<file path="config.mk">
export PLATFORM = sky130hd
export DESIGN_NAME = viterbi_traceback_flat
export DESIGN_NICKNAME = d
export VERILOG_FILES = /design/src/rtl/viterbi_pkg.sv /design/src/rtl/viterbi_traceback_if.sv /design/src/rtl/viterbi_psi_store.sv /design/src/rtl/viterbi_traceback.sv /design/src/flat_wrapper.sv
export SDC_FILE = /design/constraint.sdc
export NUM_CORES = 1
export LEC_CHECK = 0
export BUFFER_PORTS_ARGS = -buffer_cell sky130_fd_sc_hd__buf_2
export CAP_MARGIN = 0
export CORE_MARGIN = 5
export CORE_UTILIZATION = 55
export DETAILED_ROUTE_END_ITERATION = 16
export GPL_TIMING_DRIVEN = 1
export MAX_ROUTING_LAYER = met4
export PLACE_DENSITY = 0.71
export SLEW_MARGIN = 5
export SYNTH_ARGS = -nofsm -noshare
export SYNTH_HDL_FRONTEND = slang
export SYNTH_SLANG_ARGS = --single-unit
</file>
<file path="constraint.sdc">
create_clock -name clk -period 3.6 [get_ports clk]
set_clock_uncertainty 0.1 [all_clocks]
set_input_delay 0 -clock clk [delete_from_list [all_inputs] [get_ports clk]]
set_output_delay 0 -clock clk [all_outputs]
set_load 0.02 [all_outputs]
</file>
<file path="src/rtl/viterbi_pkg.sv">
// viterbi_pkg: shared sizes, FSM encoding and ψ row field helper for the Viterbi traceback
package viterbi_pkg;
    localparam int I = 8;
    localparam int N = 32;
    localparam int SW = $clog2(I);
    localparam int NW = $clog2(N);
    localparam int NW1 = NW + 1;
    localparam int RW = I * SW;
    localparam logic [NW:0] N_LEN = NW1'(N);

    typedef enum logic [1:0] {ST_IDLE, ST_EMIT, ST_FIN} state_e;

    function automatic logic [SW-1:0] psi_field(input logic [RW-1:0] row, input logic [SW-1:0] j);
        return row[j*SW +: SW];
    endfunction
endpackage

</file>
<file path="src/rtl/viterbi_traceback_if.sv">
// viterbi_traceback_if: ψ write port, traceback control and decoded-state stream
interface viterbi_traceback_if;
    import viterbi_pkg::*;
    logic psi_wr_en;
    logic [NW-1:0] psi_wr_step;
    logic [RW-1:0] psi_wr_row;
    logic start;
    logic [NW:0] num_steps;
    logic [SW-1:0] final_state;
    logic busy;
    logic out_valid;
    logic out_ready;
    logic [SW-1:0] out_state;
    logic [NW-1:0] out_step;
    logic done;

    modport master (
        output psi_wr_en, psi_wr_step, psi_wr_row, start, num_steps, final_state, out_ready,
        input busy, out_valid, out_state, out_step, done
    );
    modport slave (
        input psi_wr_en, psi_wr_step, psi_wr_row, start, num_steps, final_state, out_ready,
        output busy, out_valid, out_state, out_step, done
    );
endinterface

</file>
<file path="src/rtl/viterbi_psi_store.sv">
// viterbi_psi_store: N x I backpointer array, one write port and a combinational read port
module viterbi_psi_store
    import viterbi_pkg::*;
(
    input  logic clk,
    input  logic wr_en,
    input  logic [NW-1:0] wr_step,
    input  logic [RW-1:0] wr_row,
    input  logic [NW-1:0] rd_step,
    input  logic [SW-1:0] rd_state,
    output logic [SW-1:0] rd_ptr
);
    logic [RW-1:0] mem_q [N];
    logic [RW-1:0] mem_d [N];

    always_comb begin
        mem_d = mem_q;
        if (wr_en) mem_d[wr_step] = wr_row;
    end

    always_ff @(posedge clk) mem_q <= mem_d;

    assign rd_ptr = psi_field(mem_q[rd_step], rd_state);
endmodule

</file>
<file path="src/rtl/viterbi_traceback.sv">
// viterbi_traceback: captures ψ rows and walks them backward from the terminal state, last step first
module viterbi_traceback
    import viterbi_pkg::*;
(
    input  logic clk,
    input  logic rst,
    viterbi_traceback_if.slave bus
);
    state_e state_q, state_d;
    logic emit_q, emit_d;
    logic done_q, done_d;
    logic [SW-1:0] cur_q, cur_d;
    logic [NW-1:0] n_q, n_d;
    logic [NW:0] t_eff;
    logic t_zero, last;
    logic [SW-1:0] back_ptr;

    viterbi_psi_store u_store (
        .clk(clk),
        .wr_en(bus.psi_wr_en && state_q == ST_IDLE),
        .wr_step(bus.psi_wr_step),
        .wr_row(bus.psi_wr_row),
        .rd_step(n_q),
        .rd_state(cur_q),
        .rd_ptr(back_ptr)
    );

    always_comb begin
        t_eff = bus.num_steps > N_LEN ? N_LEN : bus.num_steps;
        t_zero = bus.num_steps == '0;
        last = n_q == '0;
        state_d = state_q;
        emit_d = emit_q;
        done_d = 1'b0;
        cur_d = cur_q;
        n_d = n_q;
        if (state_q == ST_IDLE && bus.start) begin
            state_d = t_zero ? ST_FIN : ST_EMIT;
            emit_d = !t_zero;
            done_d = t_zero;
            cur_d = t_zero ? cur_q : bus.final_state;
            n_d = t_zero ? n_q : NW'(t_eff - 1'b1);
        end else if (state_q == ST_EMIT && bus.out_ready) begin
            state_d = last ? ST_FIN : ST_EMIT;
            emit_d = !last;
            done_d = last;
            cur_d = last ? cur_q : back_ptr;
            n_d = last ? n_q : n_q - 1'b1;
        end else if (state_q == ST_FIN) begin
            state_d = ST_IDLE;
        end
    end

    always_ff @(posedge clk) begin
        if (rst) begin
            state_q <= ST_IDLE;
            emit_q <= 1'b0;
            done_q <= 1'b0;
            cur_q <= '0;
            n_q <= '0;
        end else begin
            state_q <= state_d;
            emit_q <= emit_d;
            done_q <= done_d;
            cur_q <= cur_d;
            n_q <= n_d;
        end
    end

    assign bus.busy = emit_q;
    assign bus.out_valid = emit_q;
    assign bus.done = done_q;
    assign bus.out_state = cur_q;
    assign bus.out_step = n_q;
endmodule

</file>
<file path="src/flat_wrapper.sv">
// flat-port wrapper written by rule: the top's interface ports become plain ports
module viterbi_traceback_flat import viterbi_pkg::*;
  (clk, rst, bus_psi_wr_en, bus_psi_wr_step, bus_psi_wr_row, bus_start, bus_num_steps, bus_final_state, bus_out_ready, bus_busy, bus_out_valid, bus_out_state, bus_out_step, bus_done);
  viterbi_traceback_if bus_i ();
  input  logic clk;
  input  logic rst;
  input wire logic [$bits(bus_i.psi_wr_en)-1:0] bus_psi_wr_en;
  input wire logic [$bits(bus_i.psi_wr_step)-1:0] bus_psi_wr_step;
  input wire logic [$bits(bus_i.psi_wr_row)-1:0] bus_psi_wr_row;
  input wire logic [$bits(bus_i.start)-1:0] bus_start;
  input wire logic [$bits(bus_i.num_steps)-1:0] bus_num_steps;
  input wire logic [$bits(bus_i.final_state)-1:0] bus_final_state;
  input wire logic [$bits(bus_i.out_ready)-1:0] bus_out_ready;
  output wire logic [$bits(bus_i.busy)-1:0] bus_busy;
  output wire logic [$bits(bus_i.out_valid)-1:0] bus_out_valid;
  output wire logic [$bits(bus_i.out_state)-1:0] bus_out_state;
  output wire logic [$bits(bus_i.out_step)-1:0] bus_out_step;
  output wire logic [$bits(bus_i.done)-1:0] bus_done;
  assign bus_i.psi_wr_en = bus_psi_wr_en;
  assign bus_i.psi_wr_step = bus_psi_wr_step;
  assign bus_i.psi_wr_row = bus_psi_wr_row;
  assign bus_i.start = bus_start;
  assign bus_i.num_steps = bus_num_steps;
  assign bus_i.final_state = bus_final_state;
  assign bus_i.out_ready = bus_out_ready;
  assign bus_busy = bus_i.busy;
  assign bus_out_valid = bus_i.out_valid;
  assign bus_out_state = bus_i.out_state;
  assign bus_out_step = bus_i.out_step;
  assign bus_done = bus_i.done;
  viterbi_traceback u_core (.clk(clk), .rst(rst), .bus(bus_i));
endmodule
</file>
==> flow_metrics.env <==
export IMPL_detailed_place_hpwl_mm=44.1
export IMPL_drt_iter0_drc=1908
export IMPL_fin_util_pct=63.5
export IMPL_grt_pass1_vias=15800
export IMPL_drc=0
export IMPL_final_nets=1661
export IMPL_synth_seq_cells=780
export IMPL_tightest_slew_ps=915
export IMPL_startpoint="u_core.state_q[1]"
export IMPL_status="finished clean"
export IMPL_syn_to_final_growth_pct=14.7
export IMPL_synth_top_flop_cell="edfxtp_1"
export IMPL_gp_congestion=0.857
export IMPL_swShare_pct=27.2
export IMPL_seqPwrFrac_pct=45.4
export IMPL_grt_pass1_wl_mm=112
export IMPL_timing_fmax_ghz=0.298
export IMPL_p_int_mw=16.7
export IMPL_setup_viol=0
export IMPL_critical_path_max_stage_delay_ps=650
export IMPL_cts_buffers=77
export IMPL_syn_area_mm2=0.0304
export IMPL_hold_class="in2reg"
export IMPL_async_flop_share_pct=0
export IMPL_path_max_fanout=11
export IMPL_antenna_found_initial=1
export IMPL_r2r_setup_slack_ps=250
export IMPL_leakagePower_nw=10.8
export IMPL_die_area_mm2=0.0600
export IMPL_power_density_mw_per_mm2=660
export IMPL_grt_max_degree=49
export IMPL_clkPwrFrac_pct=33.1
export IMPL_worstSkewPairLatency_ps=620
export IMPL_synth_nets=1477
export IMPL_path_common_cell="dlygate4sd3_1"
export IMPL_start_util_pct=55.3
export IMPL_netlist_top_cells_area="edfxtp_1 76%, mux4_2 13%, mux2i_1 1.7%"
export IMPL_wire_per_inst_um=32.7
export IMPL_rows=86
export IMPL_yosysSeqAreaShare_pct=76.7
export IMPL_boundaryPins=54
export IMPL_crit_arrival_ps=3740
export IMPL_syn_avg_cell_area_um2=21.2
export IMPL_worstPathRequired_ps=3990
export IMPL_reg2reg_depth=7
export IMPL_cap_violations=0
export IMPL_drtAntennaViolNets=0
export IMPL_cts_tree="yes"
export IMPL_cpMaxStageDelayCell="dlygate4sd3_1"
export IMPL_n_fill_cell=3649
export IMPL_die_height_um=245
export IMPL_h_tree_depth=3
export IMPL_port_buffers=53
export IMPL_cp_start_kind="register"
export IMPL_chipWidth_um=245
export IMPL_vias=15800
export IMPL_synthTopCellsByCount="768 x edfxtp_1, 174 x mux4_2, 57 x nor2_1"
export IMPL_first_pass_iters=7
export IMPL_combPwrFrac_pct=21.5
export IMPL_slew_viol_final=0
export IMPL_reg2reg_from="u_core.state_q[1]"
export IMPL_hold_viol_final=0
export IMPL_routed_wl_mm=77.8
export IMPL_power_net_switching_mw=6.25
export IMPL_placed_area_mm2=0.0321
export IMPL_crit_type="reg2reg"
export IMPL_vdd_drop_max_mv=0.374
export IMPL_min_period_ps=3350
export IMPL_synth_edf_count=768
export IMPL_vias_per_cell=6.65
export IMPL_worstSetupEndpoint="u_core.state_q[0]"
export IMPL_gr_total_overflow=0
export IMPL_min_period_over_period_pct=93.1
export IMPL_root_buffer="clkbuf_16"
export IMPL_clkSinkCount=780
export IMPL_cp_cell_sequence="or3b_2, nor4_1, dlygate4sd3_1, a21o_1, or2_2, a21oi_1, dlygate4sd3_1"
export IMPL_slew_headroom_pct=38.9
export IMPL_synthDistinctLibCells=61
export IMPL_grtUsageTotal_pct=26.9
export IMPL_rsz0062_at_grt="false"
export IMPL_cts_clk_slew_worst_paths_ps=60
export IMPL_yosysTopAreaCellShare_pct=75.9
export IMPL_reg2reg_to="u_core.state_q[0]"
export IMPL_yosysTopAreaCell="edfxtp_1"
export IMPL_yosysWarnings=0
export IMPL_drive_gt1_share_pct=27.6
export IMPL_synth_most_common_cell="edfxtp_1"
export IMPL_synthCells=1433
export IMPL_cp_end_kind="register"
export IMPL_ctsLongestPathBuffers=3
export IMPL_core_area_mm2=0.0549
export IMPL_tns_ps=0
export IMPL_fin_area_mm2=0.0348
==> what timing repair did <==
item,in CTS,in global routing
resized for setup,0,0
setup buffers,0,0
hold endpoints to repair,790,0
hold buffers,44,0
==> cell families (layout without fill, tap and decap cells) <==
| logic type | Yosys count | after routing | share of synthesized area [%] |
|---|---|---|---|
| flops | 780 | 780 | 76.7 |
| compound gates | 129 | 129 | 2.92 |
| fa+ha+maj | 1 | 1 | 0.0412 |
| buf+inv | 77 | 320 | 1.63 |
| xor+xnor | 2 | 2 | 0.0577 |
| simple gates | 207 | 207 | 3.41 |
| other cells | 0 | 2 | 0 |
| mux | 237 | 237 | 15.2 |
==> worst min-delay path by stage <==
stage / from / end / slack (ps) / depth (start not counted)
6_report: bus_psi_wr_step[4] / u_core.u_store.mem_q[210] / 40 / 3
5_1_grt: bus_psi_wr_step[4] / u_core.u_store.mem_q[210] / 50 / 3
4_1_cts: bus_psi_wr_step[4] / u_core.u_store.mem_q[210] / 6 / 3
3_5_place_dp: rst / u_core.bus.out_state[1] / 280 / 2
3_3_place_gp: rst / u_core.bus.out_state[1] / 270 / 2
2_1_floorplan: rst / u_core.bus.out_step[1] / -30 / 1
==> final cells by class <==
class | count | area, um^2 | area share (%)
flip-flops and latches | 780 | 23300 | 66.9
multi-input cells | 576 | 6820 | 19.6
clock buffers | 103 | 2060 | 5.90
repair buffers | 179 | 1470 | 4.22
well taps | 704 | 881 | 2.53
clock inverters | 35 | 288 | 0.826
inverters | 3 | 11.3 | 0.0323
diodes | 2 | 5.00 | 0.0144
==> critical path: cells and delay by family, from the launching register on <==
kind | cells | cell delay [ps]
compound gates | 2 | 220
buf+inv | 2 | 1220
flops | 1 | 340
simple gates | 3 | 1350
==> power groups by stage <==
stage               clock network (mW)  logic (mW)  registers, mW
floorplan                            0        3.48           10.4
global placement                     0        4.80           10.6
detailed placement                   0        4.85           10.6
CTS                               7.69        4.94           10.4
global route                      8.09        5.21           10.5
finish                            7.60        4.94           10.4
==> sequential cells by signal, summed over array words and instances (netlist names) <==
register	cells
u_core.bus.out_state	3
u_core.bus.done	1
u_core.u_store.mem_q	768
u_core.bus.busy	1
u_core.bus.out_step	5
u_core.state_q	2
==> routing by layer <==
layer	track usage [%]	share of wire, %	up-vias
met3	5.78	10	143
met5	-	0	-
met2	42.0	49	1010
li1	-	-	6409
met4	8.20	2.9	0
met1	36.6	38	8268
==> cell usage in the layout, fill, tap and decap left out, drive strengths merged, types with 2 or more instances in the layout <==
master         n
or2            5
o2111ai        3
clkinv        26
and2           4
or3            5
nand2         49
or3b           3
o221ai        13
diode          2
a22oi         21
bufinv         4
and3           6
or4            6
nor2b          7
edfxtp       768
nand3b        10
a211oi         7
o22ai         27
o211ai         2
nand3         22
nand2b         6
mux2i         53
a221oi         2
mux4         178
nor3           9
nor2          57
mux2           6
a2111oi        2
dfxtp         12
nor4           5
a21oi         26
dlygate4sd3   44
inv            7
o32ai          3
buf          135
nand4          5
o21ai         12
nor3b          7
clkbuf       103
a31oi          2
==> metrics by stage <==
step / setup slack [ps] / power (mW) / hold slack (ps) / std cells
floorplan: 942 / 13.9 / -27.2 / 1433
global placement: 381 / 15.4 / 269 / 2198
detailed placement: 382 / 15.5 / 283 / 2198
CTS: 279 / 23.1 / 5.99 / 2380
global route: 166 / 23.8 / 49.2 / 2381
finish: 248 / 23.0 / 43.0 / 2382
No activity file was read; power rests on OpenSTA's default activity.
